**config.mk**
```make
export PLATFORM = sky130hd
export DESIGN_NAME = axi4l_mst_cmd
export DESIGN_NICKNAME = d
export VERILOG_FILES = /design/src/rtl/axi4l_mst_cmd.sv
export SDC_FILE = /design/constraint.sdc
export NUM_CORES = 1
export LEC_CHECK = 0
export ABC_CLOCK_PERIOD_IN_PS = 1500
export CORE_UTILIZATION = 33
export CTS_CLUSTER_SIZE = 28
export DETAILED_ROUTE_END_ITERATION = 10
export PLACE_DENSITY = 0.79
export SLEW_MARGIN = 20
export SYNTH_ARGS = -nofsm -noshare
export SYNTH_HDL_FRONTEND = slang
export SYNTH_SLANG_ARGS = --single-unit
```
**constraint.sdc**
```tcl
create_clock -name aclk -period 1.5 [get_ports aclk]
set_input_delay 0.375 -clock aclk [delete_from_list [all_inputs] [get_ports aclk]]
set_output_delay 0.375 -clock aclk [all_outputs]
set_load 0.005 [all_outputs]
```
**src/rtl/axi4l_mst_cmd.sv**
```systemverilog
// rtl/axi4l_mst_cmd.sv - single-outstanding AXI4-Lite master driven by a valid/ready command stream
//
// Purpose: accepts one command at a time (write or read), runs the matching
// AXI4-Lite transaction (AW+W then B, or AR then R), and returns one response
// per command on the rsp_* stream.
//
// Ports:
//   aclk, aresetn                 clock, synchronous active-low reset
//   cmd_valid/ready/write/addr/wdata/wstrb   command stream in
//   rsp_valid/ready/write/rdata/resp         response stream out
//   m_axi_aw*, m_axi_w*, m_axi_b*, m_axi_ar*, m_axi_r*   AXI4-Lite master
//   stat_wr_cnt/stat_rd_cnt/stat_err_cnt     only when AXI4L_MST_STATS_EN is defined
//
// Optional feature macro: AXI4L_MST_STATS_EN (transaction / error counters).

module axi4l_mst_cmd #(
    parameter int C_ADDR_WIDTH = 12,
    parameter int C_DATA_WIDTH = 32
) (
    input  logic                      aclk,
    input  logic                      aresetn,

    input  logic                      cmd_valid,
    output logic                      cmd_ready,
    input  logic                      cmd_write,
    input  logic [C_ADDR_WIDTH-1:0]   cmd_addr,
    input  logic [C_DATA_WIDTH-1:0]   cmd_wdata,
    input  logic [C_DATA_WIDTH/8-1:0] cmd_wstrb,

    output logic                      rsp_valid,
    input  logic                      rsp_ready,
    output logic                      rsp_write,
    output logic [C_DATA_WIDTH-1:0]   rsp_rdata,
    output logic [1:0]                rsp_resp,

`ifdef AXI4L_MST_STATS_EN
    output logic [31:0]               stat_wr_cnt,
    output logic [31:0]               stat_rd_cnt,
    output logic [31:0]               stat_err_cnt,
`endif

    output logic [C_ADDR_WIDTH-1:0]   m_axi_awaddr,
    output logic [2:0]                m_axi_awprot,
    output logic                      m_axi_awvalid,
    input  logic                      m_axi_awready,

    output logic [C_DATA_WIDTH-1:0]   m_axi_wdata,
    output logic [C_DATA_WIDTH/8-1:0] m_axi_wstrb,
    output logic                      m_axi_wvalid,
    input  logic                      m_axi_wready,

    input  logic [1:0]                m_axi_bresp,
    input  logic                      m_axi_bvalid,
    output logic                      m_axi_bready,

    output logic [C_ADDR_WIDTH-1:0]   m_axi_araddr,
    output logic [2:0]                m_axi_arprot,
    output logic                      m_axi_arvalid,
    input  logic                      m_axi_arready,

    input  logic [C_DATA_WIDTH-1:0]   m_axi_rdata,
    input  logic [1:0]                m_axi_rresp,
    input  logic                      m_axi_rvalid,
    output logic                      m_axi_rready
);

    generate
        if ((C_DATA_WIDTH != 32) && (C_DATA_WIDTH != 64)) begin : g_bad_dw
            $error("axi4l_mst_cmd: C_DATA_WIDTH must be 32 or 64");
        end
    endgenerate

    localparam logic [2:0] S_RST    = 3'd0;
    localparam logic [2:0] S_IDLE   = 3'd1;
    localparam logic [2:0] S_WRREQ  = 3'd2;
    localparam logic [2:0] S_WRRESP = 3'd3;
    localparam logic [2:0] S_RDADDR = 3'd4;
    localparam logic [2:0] S_RDDATA = 3'd5;
    localparam logic [2:0] S_RSP    = 3'd6;

    logic [2:0]                state_q, state_d;
    logic [C_ADDR_WIDTH-1:0]   addr_q, addr_d;
    logic [C_DATA_WIDTH-1:0]   wdata_q, wdata_d;
    logic [C_DATA_WIDTH/8-1:0] wstrb_q, wstrb_d;
    logic                      write_q, write_d;
    logic                      awvalid_q, awvalid_d;
    logic                      wvalid_q, wvalid_d;
    logic [C_DATA_WIDTH-1:0]   rdata_q, rdata_d;
    logic [1:0]                resp_q, resp_d;

    // A channel counts as done once its valid has already dropped, or it is
    // handshaking this cycle; this lets AW and W complete in either order.
    logic aw_done, w_done;
    logic b_hs, r_hs;

    assign aw_done = !awvalid_q || m_axi_awready;
    assign w_done  = !wvalid_q  || m_axi_wready;
    assign b_hs    = (state_q == S_WRRESP) && m_axi_bvalid;
    assign r_hs    = (state_q == S_RDDATA) && m_axi_rvalid;

    always_comb begin
        state_d   = state_q;
        addr_d    = addr_q;
        wdata_d   = wdata_q;
        wstrb_d   = wstrb_q;
        write_d   = write_q;
        awvalid_d = awvalid_q;
        wvalid_d  = wvalid_q;
        rdata_d   = rdata_q;
        resp_d    = resp_q;

        case (state_q)
            S_RST: begin
                state_d = S_IDLE;
            end
            S_IDLE: begin
                if (cmd_valid) begin
                    state_d   = cmd_write ? S_WRREQ : S_RDADDR;
                    addr_d    = cmd_addr;
                    write_d   = cmd_write;
                    wdata_d   = cmd_write ? cmd_wdata : '0;
                    wstrb_d   = cmd_write ? cmd_wstrb : '0;
                    awvalid_d = cmd_write;
                    wvalid_d  = cmd_write;
                end
            end
            S_WRREQ: begin
                if (awvalid_q && m_axi_awready) awvalid_d = 1'b0;
                if (wvalid_q && m_axi_wready)   wvalid_d  = 1'b0;
                if (aw_done && w_done)          state_d   = S_WRRESP;
            end
            S_WRRESP: begin
                if (m_axi_bvalid) begin
                    state_d = S_RSP;
                    resp_d  = m_axi_bresp;
                    rdata_d = '0;
                end
            end
            S_RDADDR: begin
                if (m_axi_arready) state_d = S_RDDATA;
            end
            S_RDDATA: begin
                if (m_axi_rvalid) begin
                    state_d = S_RSP;
                    resp_d  = m_axi_rresp;
                    rdata_d = m_axi_rdata;
                end
            end
            S_RSP: begin
                if (rsp_ready) state_d = S_IDLE;
            end
            default: begin
                // Unreachable encodings recover through the reset state.
                state_d   = S_RST;
                awvalid_d = 1'b0;
                wvalid_d  = 1'b0;
            end
        endcase
    end

`ifdef AXI4L_MST_STATS_EN
    logic [31:0] stat_wr_cnt_q, stat_wr_cnt_d;
    logic [31:0] stat_rd_cnt_q, stat_rd_cnt_d;
    logic [31:0] stat_err_cnt_q, stat_err_cnt_d;

    always_comb begin
        stat_wr_cnt_d  = stat_wr_cnt_q;
        stat_rd_cnt_d  = stat_rd_cnt_q;
        stat_err_cnt_d = stat_err_cnt_q;
        if (b_hs) stat_wr_cnt_d = stat_wr_cnt_q + 32'd1;
        if (r_hs) stat_rd_cnt_d = stat_rd_cnt_q + 32'd1;
        // B and R handshakes are mutually exclusive, so one increment suffices.
        if ((b_hs && (m_axi_bresp != 2'b00)) || (r_hs && (m_axi_rresp != 2'b00)))
            stat_err_cnt_d = stat_err_cnt_q + 32'd1;
    end

    always_ff @(posedge aclk) begin
        if (!aresetn) begin
            stat_wr_cnt_q  <= '0;
            stat_rd_cnt_q  <= '0;
            stat_err_cnt_q <= '0;
        end else begin
            stat_wr_cnt_q  <= stat_wr_cnt_d;
            stat_rd_cnt_q  <= stat_rd_cnt_d;
            stat_err_cnt_q <= stat_err_cnt_d;
        end
    end

    assign stat_wr_cnt  = stat_wr_cnt_q;
    assign stat_rd_cnt  = stat_rd_cnt_q;
    assign stat_err_cnt = stat_err_cnt_q;
`endif

    always_ff @(posedge aclk) begin
        if (!aresetn) begin
            state_q   <= S_RST;
            addr_q    <= '0;
            wdata_q   <= '0;
            wstrb_q   <= '0;
            write_q   <= 1'b0;
            awvalid_q <= 1'b0;
            wvalid_q  <= 1'b0;
            rdata_q   <= '0;
            resp_q    <= 2'b00;
        end else begin
            state_q   <= state_d;
            addr_q    <= addr_d;
            wdata_q   <= wdata_d;
            wstrb_q   <= wstrb_d;
            write_q   <= write_d;
            awvalid_q <= awvalid_d;
            wvalid_q  <= wvalid_d;
            rdata_q   <= rdata_d;
            resp_q    <= resp_d;
        end
    end

    assign cmd_ready     = (state_q == S_IDLE);
    assign rsp_valid     = (state_q == S_RSP);
    assign rsp_write     = write_q;
    assign rsp_rdata     = rdata_q;
    assign rsp_resp      = resp_q;

    assign m_axi_awaddr  = addr_q;
    assign m_axi_awprot  = 3'b000;
    assign m_axi_awvalid = awvalid_q;
    assign m_axi_wdata   = wdata_q;
    assign m_axi_wstrb   = wstrb_q;
    assign m_axi_wvalid  = wvalid_q;
    assign m_axi_bready  = (state_q == S_WRRESP);
    assign m_axi_araddr  = addr_q;
    assign m_axi_arprot  = 3'b000;
    assign m_axi_arvalid = (state_q == S_RDADDR);
    assign m_axi_rready  = (state_q == S_RDDATA);

endmodule
```
# Word level (Yosys, flattened, before mapping)
# Index checks and enable logic that the tools add are counted.
# totals
regBits	88
input_bits	94
out_inout_bits	108
word_cells	60
# classes
n_eq_ne	14
mux	21
bitwise_logic	1
reduce_logical	15
# op_table
operator	n
$mux 32	3
$pmux 32 s2	1
$mux 3	7
$pmux 3 s7	1
$ne 2x2->1 const B	6
$eq 3x3->1 const B	3
$reduce_and 3->1	3
$eq 3x2->1 const B	2
$pmux 1 s3	2
$reduce_and 6->1	1
$reduce_or 5->1	1
$mux 2	2
$mux 4	1
$ne 2x1->1 const B	2
$pmux 2 s2	1
$eq 3x1->1 const B	1
$logic_and 1x1->1	3
$logic_not 3->1	1
$mux 1	3
$logic_not 1->1	2
$logic_or 1x1->1	2
$reduce_and 2->1	1
$reduce_bool 2->1	1
$not 1->1	1

# Depth between registers and ports, before layout
# logic_depth
depth_word	5
ltp_mapped	9
mapped_depth_nobuf	5

# Least setup slack after synthesis
# OpenSTA, ideal clock, no wires.
# synth_timing
path_type	flip-flop to flip-flop
start	register state_q[1]
end	register resp_q[0] (netlist: rsp_resp[0])
setup_ps	116
arrival_time_ps	1346
t_required_ps	1384
setup_slack_ps	38
path_stages_with_launch	7
n_path_buf	2
period_less_slack_ps	1462
path_cell_list	dfxtp_1 inv_2 and3_4 buf_6 o21a_4 buf_6 o211a_1
# synth_via
elab_chain_len	3
word_cells_on_any_way	7
classes_between	eq/ne: 4; mux: 1; reduce/logical: 2
# synth_rtl
element	line_no	rtl
start, declared	81	logic [2:0] state_q, state_d;
start signal, assigned	206	state_q <= state_d;
$eq 3x3->1 or $eq 3x2->1 (tied branches)	112	case (state_q)
$ne 2x2->1 (no line) or $reduce_bool 2->1 (tied branches)	n/a	
$reduce_and 3->1 (no line)	n/a	
end signal, assigned	214	resp_q <= resp_d;
end, declared	89	logic [1:0] resp_q, resp_d;
# Parallel ways exist; a longest one is shown, timed or not.
# A chain may end at the register's enable or synchronous reset.

# Worst setup path after layout
# layout_timing
start	register state_q[0]
end	register resp_q[1] (netlist: rsp_resp[1])
# Same word-level chain as after synthesis.

==> run metrics <==
ANT cells 0; gr busiest metal met2; final hold slack 0.447 ns; Syn Area/Cell 9.34 sq um; setup TNS -1.57 ns; Most common cell on crit path buf_6; min-delay src m_axi_wdata[1]$_SDFFE_PN0P_; M1 GR Usage 22.5%; Worst Setup Start Kind flop; worst setup margin -0.0790 ns; Bufs on Longest Clock Path 2; CP endpoint kind flop; chip width 113 um; most common cell after layout, fill and taps aside dlygate4sd2_1; first-pass GRT wire length 19.9 mm; crit path DAT 1.81 ns; post-route cell area 7370 sq um; Fillers 950; RR Startpoint state_q[0]$_SDFFE_PN0P_; Row Count 40; CTS Root Buffer Type clkbuf_16; Final Cycle Share 105%; largest net degree at the start of global routing 66; Seq cells post-synth 88; CORE AREA 12000 sq um; register area share after synthesis 43.2%; IO Port Bufs 195; maximum clock frequency 633 MHz; Final Hold Viols 0; vias in the first global route 4033; GRT Total Usage 19.7%; initial antenna violation count 0; post-route antenna net violation count 0; Detailed Route WL 14.5 mm; Num CTS Buffers 9; failing checks setup timing; crit-path cells buf_6 > and3_4 > buf_6 > buf_16 > mux2i_1 > nand2_2 > o211a_1; Reg2Reg Depth 7; clock transition at the registers of the reported paths 0.06 ns; Die H 113 um; nets 752; RePlAce Congestion 0.763; htree depth 3; clk_skew 0.00815 ns; Mapped Cells 437; critical path class flop to flop; vias per inst 4.99; reg2reg setup slack -0.08 ns; initial DRC count 214; Area Overhead vs Synth 80.6%; die area 12800 sq um; I/O pin count 202; CP required 1.73 ns; post-route minimum period 1.58 ns; crit-path max FO 34; clock sink count 88; CTS tree built; count of cell types in the netlist 34; Clock Latency Late Sink 0.33 ns; Starting Density 34.0%; most frequent cells in the layout dlygate4sd2_1 (97), clkdlybuf4s50_1 (91), nand2_1 (61); Leak Pwr 3.12 nW; status finished, violations left; RR Endpoint rsp_resp[1]$_SDFFE_PN0P_; CP endpoint rsp_resp[1]$_SDFFE_PN0P_; post-synthesis cell area 4080 sq um; HP Class flop to flop; layout cells sized above 1 36.6%; dpl cell area 6230 sq um; P per Cell Area 1230 nW/um^2; maximum vdd drop 726 uV; number of remaining DRC errors 0; RSZ-0062 raised after global routing true; wire per inst 17.9 um; Critical Path Max Stage Delay 0.38 ns; Final Slew Violations 0; Detailed Place HPWL 8.49 mm; GR Util met2 36.8%; M3 GR Usage 2.79%; CP Launch Point state_q[0]$_SDFFE_PN0P_; Max Cap Viol 0; DR pass1 iterations 4; Synth Warn # 0; detailed-route via count 4039; Critical Path Slowest Stage Cell dfxtp_4; gr ovfl total 0; Final Setup Violations 41
metal layers:
metal  up-vias  part of all wire (%)
li1       1900                     -
met1      1945                    39
met2       161                    54
met3        33                   5.0
met4         0                   2.6
met5         -                     0
timing repair:
item,in CTS,in global routing
cloned,3,14
setup buffers,15,1
gates resized for setup,190,108
endpoints found under the setup margin,190,85
pin swaps,4,44
hold buffers,0,0
critical path, delay by kind of cell (launching register included):
| kind | cells | cell delay [ns] |
|---|---|---|
| DFF | 1 | 0.38 |
| buffers and inverters | 3 | 0.41 |
| muxes | 1 | 0.28 |
| AOI/OAI and AO/OA | 1 | 0.12 |
| and+or+nand+nor | 2 | 0.26 |
stage by stage:
stage / setup WS [ns] / cells / power (W) / util [%]
floorplan: 0.0380 / 442 / 0.00427 / -
global placement: -0.297 / 761 / 0.00556 / 51.9
detailed placement: -0.377 / 761 / 0.00565 / 51.9
CTS: -0.0181 / 794 / 0.00816 / 55.9
global route: -0.132 / 809 / 0.00952 / 61.4
finish: -0.0790 / 809 / 0.00909 / 61.4
worst min path at each step:
stage	to	slack [ns]	cells after the start
floorplan	m_axi_wdata[22]$_SDFFE_PN0P_	0.45	2
global placement	m_axi_wdata[23]$_SDFFE_PN0P_	0.44	2
detailed placement	m_axi_wdata[30]$_SDFFE_PN0P_	0.44	2
CTS	m_axi_wdata[9]$_SDFFE_PN0P_	0.43	2
global route	m_axi_wdata[11]$_SDFFE_PN0P_	0.45	2
finish	m_axi_wdata[1]$_SDFFE_PN0P_	0.45	2
layout make-up:
type	count	area [sq um]	share of cell area, %
Clock buffer	11	243	3.29
Sequential cell	88	1820	24.6
Timing Repair Buffer	258	2700	36.6
Multi-Input combinational cell	295	2360	32.0
Inverter	6	25.0	0.340
Clock inverter	4	45.0	0.611
Tap cell	147	184	2.50
kinds of logic after synthesis:
logic type,count (synthesis),share of synthesized area (%)
other cells,1,0.0919
mux,3,0.736
buf+inv,60,8.77
flops,88,43.2
simple gates,189,27.1
compound gates,96,20.1
flip-flops by register name (all words and copies together) (netlist names):
| name | flops |
|---|---|
| m_axi_araddr | 12 |
| m_axi_awvalid | 1 |
| m_axi_wdata | 32 |
| m_axi_wstrb | 4 |
| m_axi_wvalid | 1 |
| rsp_rdata | 32 |
| rsp_resp | 2 |
| rsp_write | 1 |
| state_q | 3 |
cell usage after synthesis:
master / number / area [sq um]
a211oi_1: 2 / 15.0
a21boi_0: 34 / 255
a21boi_1: 21 / 158
a21boi_2: 26 / 293
a21oi_1: 3 / 15.0
a32oi_1: 1 / 8.76
and2_1: 1 / 6.26
and3_1: 2 / 12.5
and3_4: 1 / 11.3
buf_1: 4 / 15.0
buf_2: 7 / 35.0
buf_4: 21 / 158
buf_6: 6 / 67.6
clkbuf_1: 16 / 60.1
conb_1: 1 / 3.75
dfxtp_1: 88 / 1760
inv_1: 5 / 18.8
inv_2: 1 / 3.75
mux2i_1: 3 / 30.0
nand2_1: 72 / 270
nand2b_1: 8 / 50.1
nand2b_4: 26 / 358
nand3_1: 71 / 355
nand4b_1: 1 / 8.76
nor2_1: 4 / 15.0
nor3_1: 1 / 5.00
nor3b_1: 2 / 15.0
o211a_1: 2 / 20.0
o211ai_1: 1 / 7.51
o21a_4: 1 / 15.0
o21ai_0: 2 / 10.0
o21ai_2: 1 / 8.76
o22ai_1: 1 / 6.26
o31a_1: 1 / 8.76
power by group:
part / internal [W] / switching (W) / total (W) / leakage [nW]
clock: 0.00132 / 0.000894 / 0.00221 / 0.145
sequential: 0.00265 / 0.000220 / 0.00287 / 0.731
combinational: 0.00235 / 0.00166 / 0.00401 / 2.25
No activity file was read; power rests on OpenSTA's default activity.
